File: src/rtl/uart_pkg.sv
// Shared UART definitions: line-control bit positions,
// receive FSM states and the status-flag bundle.
package uart_pkg;

  localparam int LCR_WLS  = 0;
  localparam int LCR_STB  = 2;
  localparam int LCR_PEN  = 3;
  localparam int LCR_EPS  = 4;
  localparam int LCR_SP   = 5;
  localparam int OVS_HALF = 8;

  typedef enum logic [2:0] {
    RX_IDLE,
    RX_START,
    RX_DATA,
    RX_PARITY,
    RX_STOP,
    RX_BRK
  } rx_state_e;

  typedef struct packed {
    logic perr;
    logic ferr;
    logic brk;
  } rx_flags_t;

  // Expected parity bit given the XOR of the data bits.
  function automatic logic exp_par(
    input logic acc,
    input logic eps,
    input logic sp
  );
    return sp ? ~eps : (acc ^ ~eps);
  endfunction

endpackage

File: src/rtl/uart_baud_gen.sv
// Divisor-to-16x tick generator, shared with the transmitter.
// A divisor of 0 behaves as 1; reload restarts the period.
module uart_baud_gen (
  input  logic        clk,
  input  logic        rst,
  input  logic        reload,
  input  logic [15:0] div,
  output logic        tick
);

  logic [15:0] cnt;
  logic [15:0] dm1;

  assign dm1  = (div == 16'd0) ? 16'd0 : div - 16'd1;
  assign tick = !reload && (cnt >= dm1);

  // Free-running period counter, cleared on reload or wrap.
  always_ff @(posedge clk or posedge rst) begin
    if (rst) begin
      cnt <= '0;
    end else if (reload || cnt >= dm1) begin
      cnt <= '0;
    end else begin
      cnt <= cnt + 16'd1;
    end
  end

endmodule

File: src/rtl/uart_rx_frame.sv
// UART receive engine: 16x oversampled deframer with
// parity/stop checking, break detect and a level interrupt.
module uart_rx_frame
  import uart_pkg::*;
#(
  parameter int OVS         = 16,
  parameter int SYNC_STAGES = 2
) (
  input  logic       clk,
  input  logic       rst,
  input  logic       ideal_rx,
  input  logic       rx,
  input  logic [7:0] lcr,
  input  logic [7:0] dll,
  input  logic [7:0] dlh,
  input  logic       rx_ack,
  output logic [7:0] rx_data,
  output logic       rx_valid,
  output logic       parity_err,
  output logic       frame_err,
  output logic       break_det,
  output logic       rx_int,
  output logic       overrun
);

  rx_state_e              state;
  logic [SYNC_STAGES-1:0] sync;
  logic                   rx_s;
  logic                   tick;
  logic [3:0]             tcnt;
  logic [2:0]             bcnt;
  logic [7:0]             sh;
  logic                   par;
  logic                   ones;
  logic                   perr_r;
  rx_flags_t              flags;

  logic [1:0] wls;
  logic       pen;
  logic       eps;
  logic       sp;
  logic [2:0] nlast;
  logic [1:0] shamt;
  logic       bit_end;
  logic       unused_ok;

  assign wls       = lcr[LCR_WLS +: 2];
  assign pen       = lcr[LCR_PEN];
  assign eps       = lcr[LCR_EPS];
  assign sp        = lcr[LCR_SP];
  assign nlast     = 3'd4 + {1'b0, wls};
  assign shamt     = 2'd3 - wls;
  assign rx_s      = sync[SYNC_STAGES-1];
  assign bit_end   = tick && (tcnt == 4'(OVS - 1));
  assign unused_ok = ^{lcr[7:6], lcr[LCR_STB]};

  assign parity_err = flags.perr;
  assign frame_err  = flags.ferr;
  assign break_det  = flags.brk;

  uart_baud_gen u_baud (
    .clk    (clk),
    .rst    (rst),
    .reload (state == RX_IDLE),
    .div    ({dlh, dll}),
    .tick   (tick)
  );

  // Bring the asynchronous line into the clock domain.
  always_ff @(posedge clk or posedge rst) begin
    if (rst) begin
      sync <= '1;
    end else begin
      sync <= {sync[SYNC_STAGES-2:0], rx};
    end
  end

  // Frame FSM, shift register, parity and status flags.
  always_ff @(posedge clk or posedge rst) begin
    if (rst) begin
      state    <= RX_IDLE;
      tcnt     <= '0;
      bcnt     <= '0;
      sh       <= '0;
      par      <= 1'b0;
      ones     <= 1'b0;
      perr_r   <= 1'b0;
      flags    <= '0;
      rx_data  <= '0;
      rx_valid <= 1'b0;
      rx_int   <= 1'b0;
      overrun  <= 1'b0;
    end else begin
      rx_valid <= 1'b0;
      if (rx_ack) begin
        rx_int  <= 1'b0;
        overrun <= 1'b0;
      end
      if (ideal_rx) begin
        state <= RX_IDLE;
      end else begin
        unique case (state)
          RX_IDLE: begin
            if (!rx_s) begin
              state  <= RX_START;
              tcnt   <= '0;
              bcnt   <= '0;
              par    <= 1'b0;
              ones   <= 1'b0;
              perr_r <= 1'b0;
            end
          end
          RX_START: begin
            if (tick) begin
              tcnt <= tcnt + 4'd1;
              if (tcnt == 4'(OVS_HALF - 1)) begin
                tcnt  <= '0;
                state <= rx_s ? RX_IDLE : RX_DATA;
              end
            end
          end
          RX_DATA: begin
            if (tick) begin
              tcnt <= tcnt + 4'd1;
            end
            if (bit_end) begin
              sh   <= {rx_s, sh[7:1]};
              par  <= par ^ rx_s;
              ones <= ones | rx_s;
              bcnt <= bcnt + 3'd1;
              if (bcnt == nlast) begin
                state <= pen ? RX_PARITY : RX_STOP;
              end
            end
          end
          RX_PARITY: begin
            if (tick) begin
              tcnt <= tcnt + 4'd1;
            end
            if (bit_end) begin
              perr_r <= rx_s != exp_par(par, eps, sp);
              ones   <= ones | rx_s;
              state  <= RX_STOP;
            end
          end
          RX_STOP: begin
            if (tick) begin
              tcnt <= tcnt + 4'd1;
            end
            if (bit_end) begin
              rx_valid   <= 1'b1;
              rx_data    <= sh >> shamt;
              flags.perr <= perr_r;
              flags.ferr <= ~rx_s;
              flags.brk  <= ~(ones | rx_s);
              rx_int     <= 1'b1;
              if (rx_int && !rx_ack) begin
                overrun <= 1'b1;
              end
              state <= rx_s ? RX_IDLE : RX_BRK;
            end
          end
          RX_BRK: begin
            if (rx_s) begin
              state <= RX_IDLE;
            end
          end
          default: state <= RX_IDLE;
        endcase
      end
    end
  end

endmodule

File: config.mk
export PLATFORM = sky130hd
export DESIGN_NAME = uart_rx_frame
export DESIGN_NICKNAME = d
export VERILOG_FILES = /design/src/rtl/uart_pkg.sv /design/src/rtl/uart_baud_gen.sv /design/src/rtl/uart_rx_frame.sv
export SDC_FILE = /design/constraint.sdc
export NUM_CORES = 1
export LEC_CHECK = 0
export CELL_PAD_IN_SITES_DETAIL_PLACEMENT = 1
export CELL_PAD_IN_SITES_GLOBAL_PLACEMENT = 1
export CORE_ASPECT_RATIO = 0.5
export CORE_MARGIN = 4
export CORE_UTILIZATION = 45
export CTS_BUF_LIST = sky130_fd_sc_hd__clkbuf_8
export CTS_CLUSTER_SIZE = 25
export DETAILED_ROUTE_END_ITERATION = 12
export MAX_ROUTING_LAYER = met4
export PLACE_DENSITY = 0.92
export REMOVE_ABC_BUFFERS = 1
export SLEW_MARGIN = 30
export SYNTH_ARGS = -nofsm -noshare
export SYNTH_HDL_FRONTEND = slang
export SYNTH_SLANG_ARGS = --single-unit
File: constraint.sdc
create_clock -name clk -period 3.6 [get_ports clk]
set_input_delay 0.54 -clock clk [delete_from_list [all_inputs] [get_ports clk]]
set_output_delay 0.54 -clock clk [all_outputs]
set_load 0.005 [all_outputs]
==> results.tsv <==
stage	metric	value	unit
status	status	complete, but fails checks	
status	violations	negative setup slack	
synthesis	ys.flop_type	dfrtp_1	
floorplanning	core-area	7380	µm²
clock_network	cts-buffers-inserted	5	
worst_setup_path	max_stage_delay	0.51	ns
sta	fin_skew	0.0193	ns
final_layout	final_area	4920	µm²
floorplanning	die_x	132	µm
place	port_buffers	39	
worst_setup_path	cp_slowest_cell	clkdlybuf4s50_1	
global_routing	gr-total-overflow	0	
floorplanning	ios	43	
worst_setup_path	path_max_fanout	5	
worst_setup_path	end_kind	flip-flop	
floorplanning	die_h	69.8	µm
worst_setup_path	path_cells	clkdlybuf4s50_1, nor4_4, nand2b_1, nor2_2, nand2_2, buf_6, nand2_1, ha_1, o21ai_0, nand2b_1, and3_4, o41a_1, buf_12, nand2_2, mux2_2	
drt	drc_errors	0	
synthesis	synth_largest_area_cell	dfrtp_1	
sta	post-route-period-util	1.13	
synthesis	async_flop_share	1.00	
place	gp_routability_congestion	0.820	
clock_network	cts-htree-levels	2	
final_layout	diodes	0	
sta	worst_slack	-0.470	ns
global_routing	grt_pass1_wl	22.1	mm
synthesis	ys_ff_latch	53	
sta	hold_viol_final	0	
hold_path	hold_path_class	flip-flop to flip-flop	
synthesis	netlist_top_cells_area	dfrtp_1, ha_1, nor2_1	
drt	drt-total-wl	16.9	mm
sta	rsz0062_at_grt	yes	
final_layout	final_util	0.667	
global_routing	grt_max_degree	54	
sta	worst_pin_slew	0.879	ns
synthesis	synth_edf_count	0	
clock_network	clock_sinks	53	
sta	max_freq	246	MHz
pwr	power.density	377	nW/µm²
clock_network	cts_tree	yes	
place	post-dp-hpwl	8.06	mm
final_layout	final_common_cell	dfrtp_1	
drt	ant_nets	0	
drt	drt_iter0_drc	359	
final_layout	n_fill_cell	751	
synthesis	yosysWarnings	0	
final_layout	seqCellArea	1330	µm²
drt	vias_per_cell	6.80	
floorplanning	initial_core_util	0.466	
clock_network	ctsHoldBuffers	0	
clock_network	cts_root_buf	clkbuf_8	
place	preCtsSetupSlack	-1.21	ns
drt	vias	3691	
synthesis	seq_area_frac_synth	0.387	
flow_run	max_cap_violations	0	
final_layout	multi_input_area	2510	µm²
worst_setup_path	cp_num_buf_inv	3	
sta	maxSlewHeadroom	0.411	
worst_setup_path	critical_path_required	3.80	ns
floorplanning	std_cell_rows	22	
final_layout	syn_to_final_growth	43.2	%
synthesis	synth_area_per_cell	9.52	µm²
clock_network	clk_latency	0.33	ns
place	placed_cell_area	4130	µm²
synthesis	synthCells	361	
global_routing	antenna_found_initial	0	
sta	tns	-15.07	ns
worst_setup_path	start_kind	input port	
drt	first_pass_iters	5	
worst_setup_path	critPathArrivalTime	4.27	ns
clock_network	path_clk_slew	0.10	ns
global_routing	grt_pass1_vias	3787	
final_layout	layout.nets	496	
synthesis	yosysTopAreaCellShare	0.371	
global_routing	grt_usage	0.316	
sta	finalSetupViolations	51	
pwr	ir_drop	0.000215	V
worst_setup_path	cpLargestDelayFamily	simple AND/OR/NAND/NOR gates	
final_layout	drive_gt1_frac	0.360	
synthesis	synth_area	3440	µm²
synthesis	yosysUniqueCellTypes	56	
worst_setup_path	critical_path_class	input port to flip-flop	
final_layout	final_cell_mix	dfrtp_1, buf_4, clkdlybuf4s50_1	
drt	avgRoutedWirePerCell	31.2	µm
sta	min_period	4.07	ns
pwr	leakage	2.17	nW
sta	drv_slew	0	
clock_network	cts_max_path_buffers	2	
floorplanning	dieArea	9190	µm²
[layout make-up]
type                            instances  area share
Tap cell                               96      0.0244
Multi-Input combinational cell        283       0.510
Inverter                               13      0.0104
Clock inverter                          3     0.00356
Sequential cell                        53       0.270
Timing Repair Buffer                   90       0.167
Clock buffer                            5      0.0140
[cell usage after synthesis, drive strengths merged, types with 2 or more instances]
master  number
a22o         4
mux2i       15
o21a         2
nand2       35
a31oi        2
dfrtp       51
ha          21
o21ai        8
nor3        11
nand3b       3
and4         2
a31o         2
mux2        20
a21oi       16
buf          5
nor2        44
xor2        13
o211ai       2
nand3       11
and3         6
dfstp        2
or4          2
a21boi       2
a211oi       2
xnor2       16
inv         13
clkbuf       8
nor2b        5
nand2b       8
or3          3
nor4         6
nand4        5
[sequential cells by signal, indices dropped and copies added (netlist names)]
register    count
sync            2
frame_err       1
state           3
tcnt            4
ones            1
par             1
perr_r          1
overrun         1
rx_valid        1
parity_err      1
sh              8
rx_data         8
break_det       1
rx_int          1
u_baud.cnt     16
bcnt            3
[where the power goes]
group          internal (mW)  switching [mW]  total, mW
Sequential             0.631           0.102      0.732
Combinational          0.303           0.464      0.767
Clock                  0.135           0.221      0.356
Total                   1.07           0.786       1.86
[layer usage]
layer / vias to the layer above / GRT usage / share of wire
met5: - / - / 0
met4: 0 / 0.185 / 0.064
met3: 105 / 0.0486 / 0.077
met2: 294 / 0.550 / 0.48
met1: 1857 / 0.349 / 0.38
li1: 1435 / - / -
[metrics by stage]
step	hold WS [ns]	cells	total power [mW]
after floorplan	0.345	347	0.962
after CTS	0.362	537	1.54
final	0.365	543	1.86
after detailed placement	0.349	516	1.16
after global placement	0.346	516	1.10
after global routing	0.368	543	1.91
[path summary, 6_finish.rpt]
check / from / endpoint / slack (ns) / depth (start not counted)
worst max-delay path: dlh[3] / sh[2] / -0.47 / 15
worst min-delay path: sync[0] / sync[1] / 0.37 / 0
worst max register to register: u_baud.cnt[0] / sh[2] / 0.48 / 9
worst min register to register: sync[0] / sync[1] / 0.37 / 0
max in group asynchronous: rst / rx_data[3] / 2.44 / 2
min in group asynchronous: rst / u_baud.cnt[12] / 0.66 / 2
[what timing repair did]
action | CTS | global route
endpoints found under the hold margin | 0 | 0
buffers inserted | 11 | 6
pin swaps | 33 | 29
gates resized for setup | 69 | 74
endpoints found under the setup margin | 51 | 51
gates cloned | 3 | 0
[cell families (layout without fill, tap and decap cells)]
group / after synthesis / after routing / share of synthesized area
AND/OR/NAND/NOR: 147 / 149 / 0.211
adder cells (fa/ha/maj): 21 / 21 / 0.0764
XOR/XNOR: 29 / 29 / 0.0739
AO/OA/AOI/OAI: 49 / 49 / 0.0961
multiplexers: 35 / 35 / 0.116
buffers and inverters: 27 / 111 / 0.0404
flip-flops: 53 / 53 / 0.387
(Power assumes the default switching activity.)
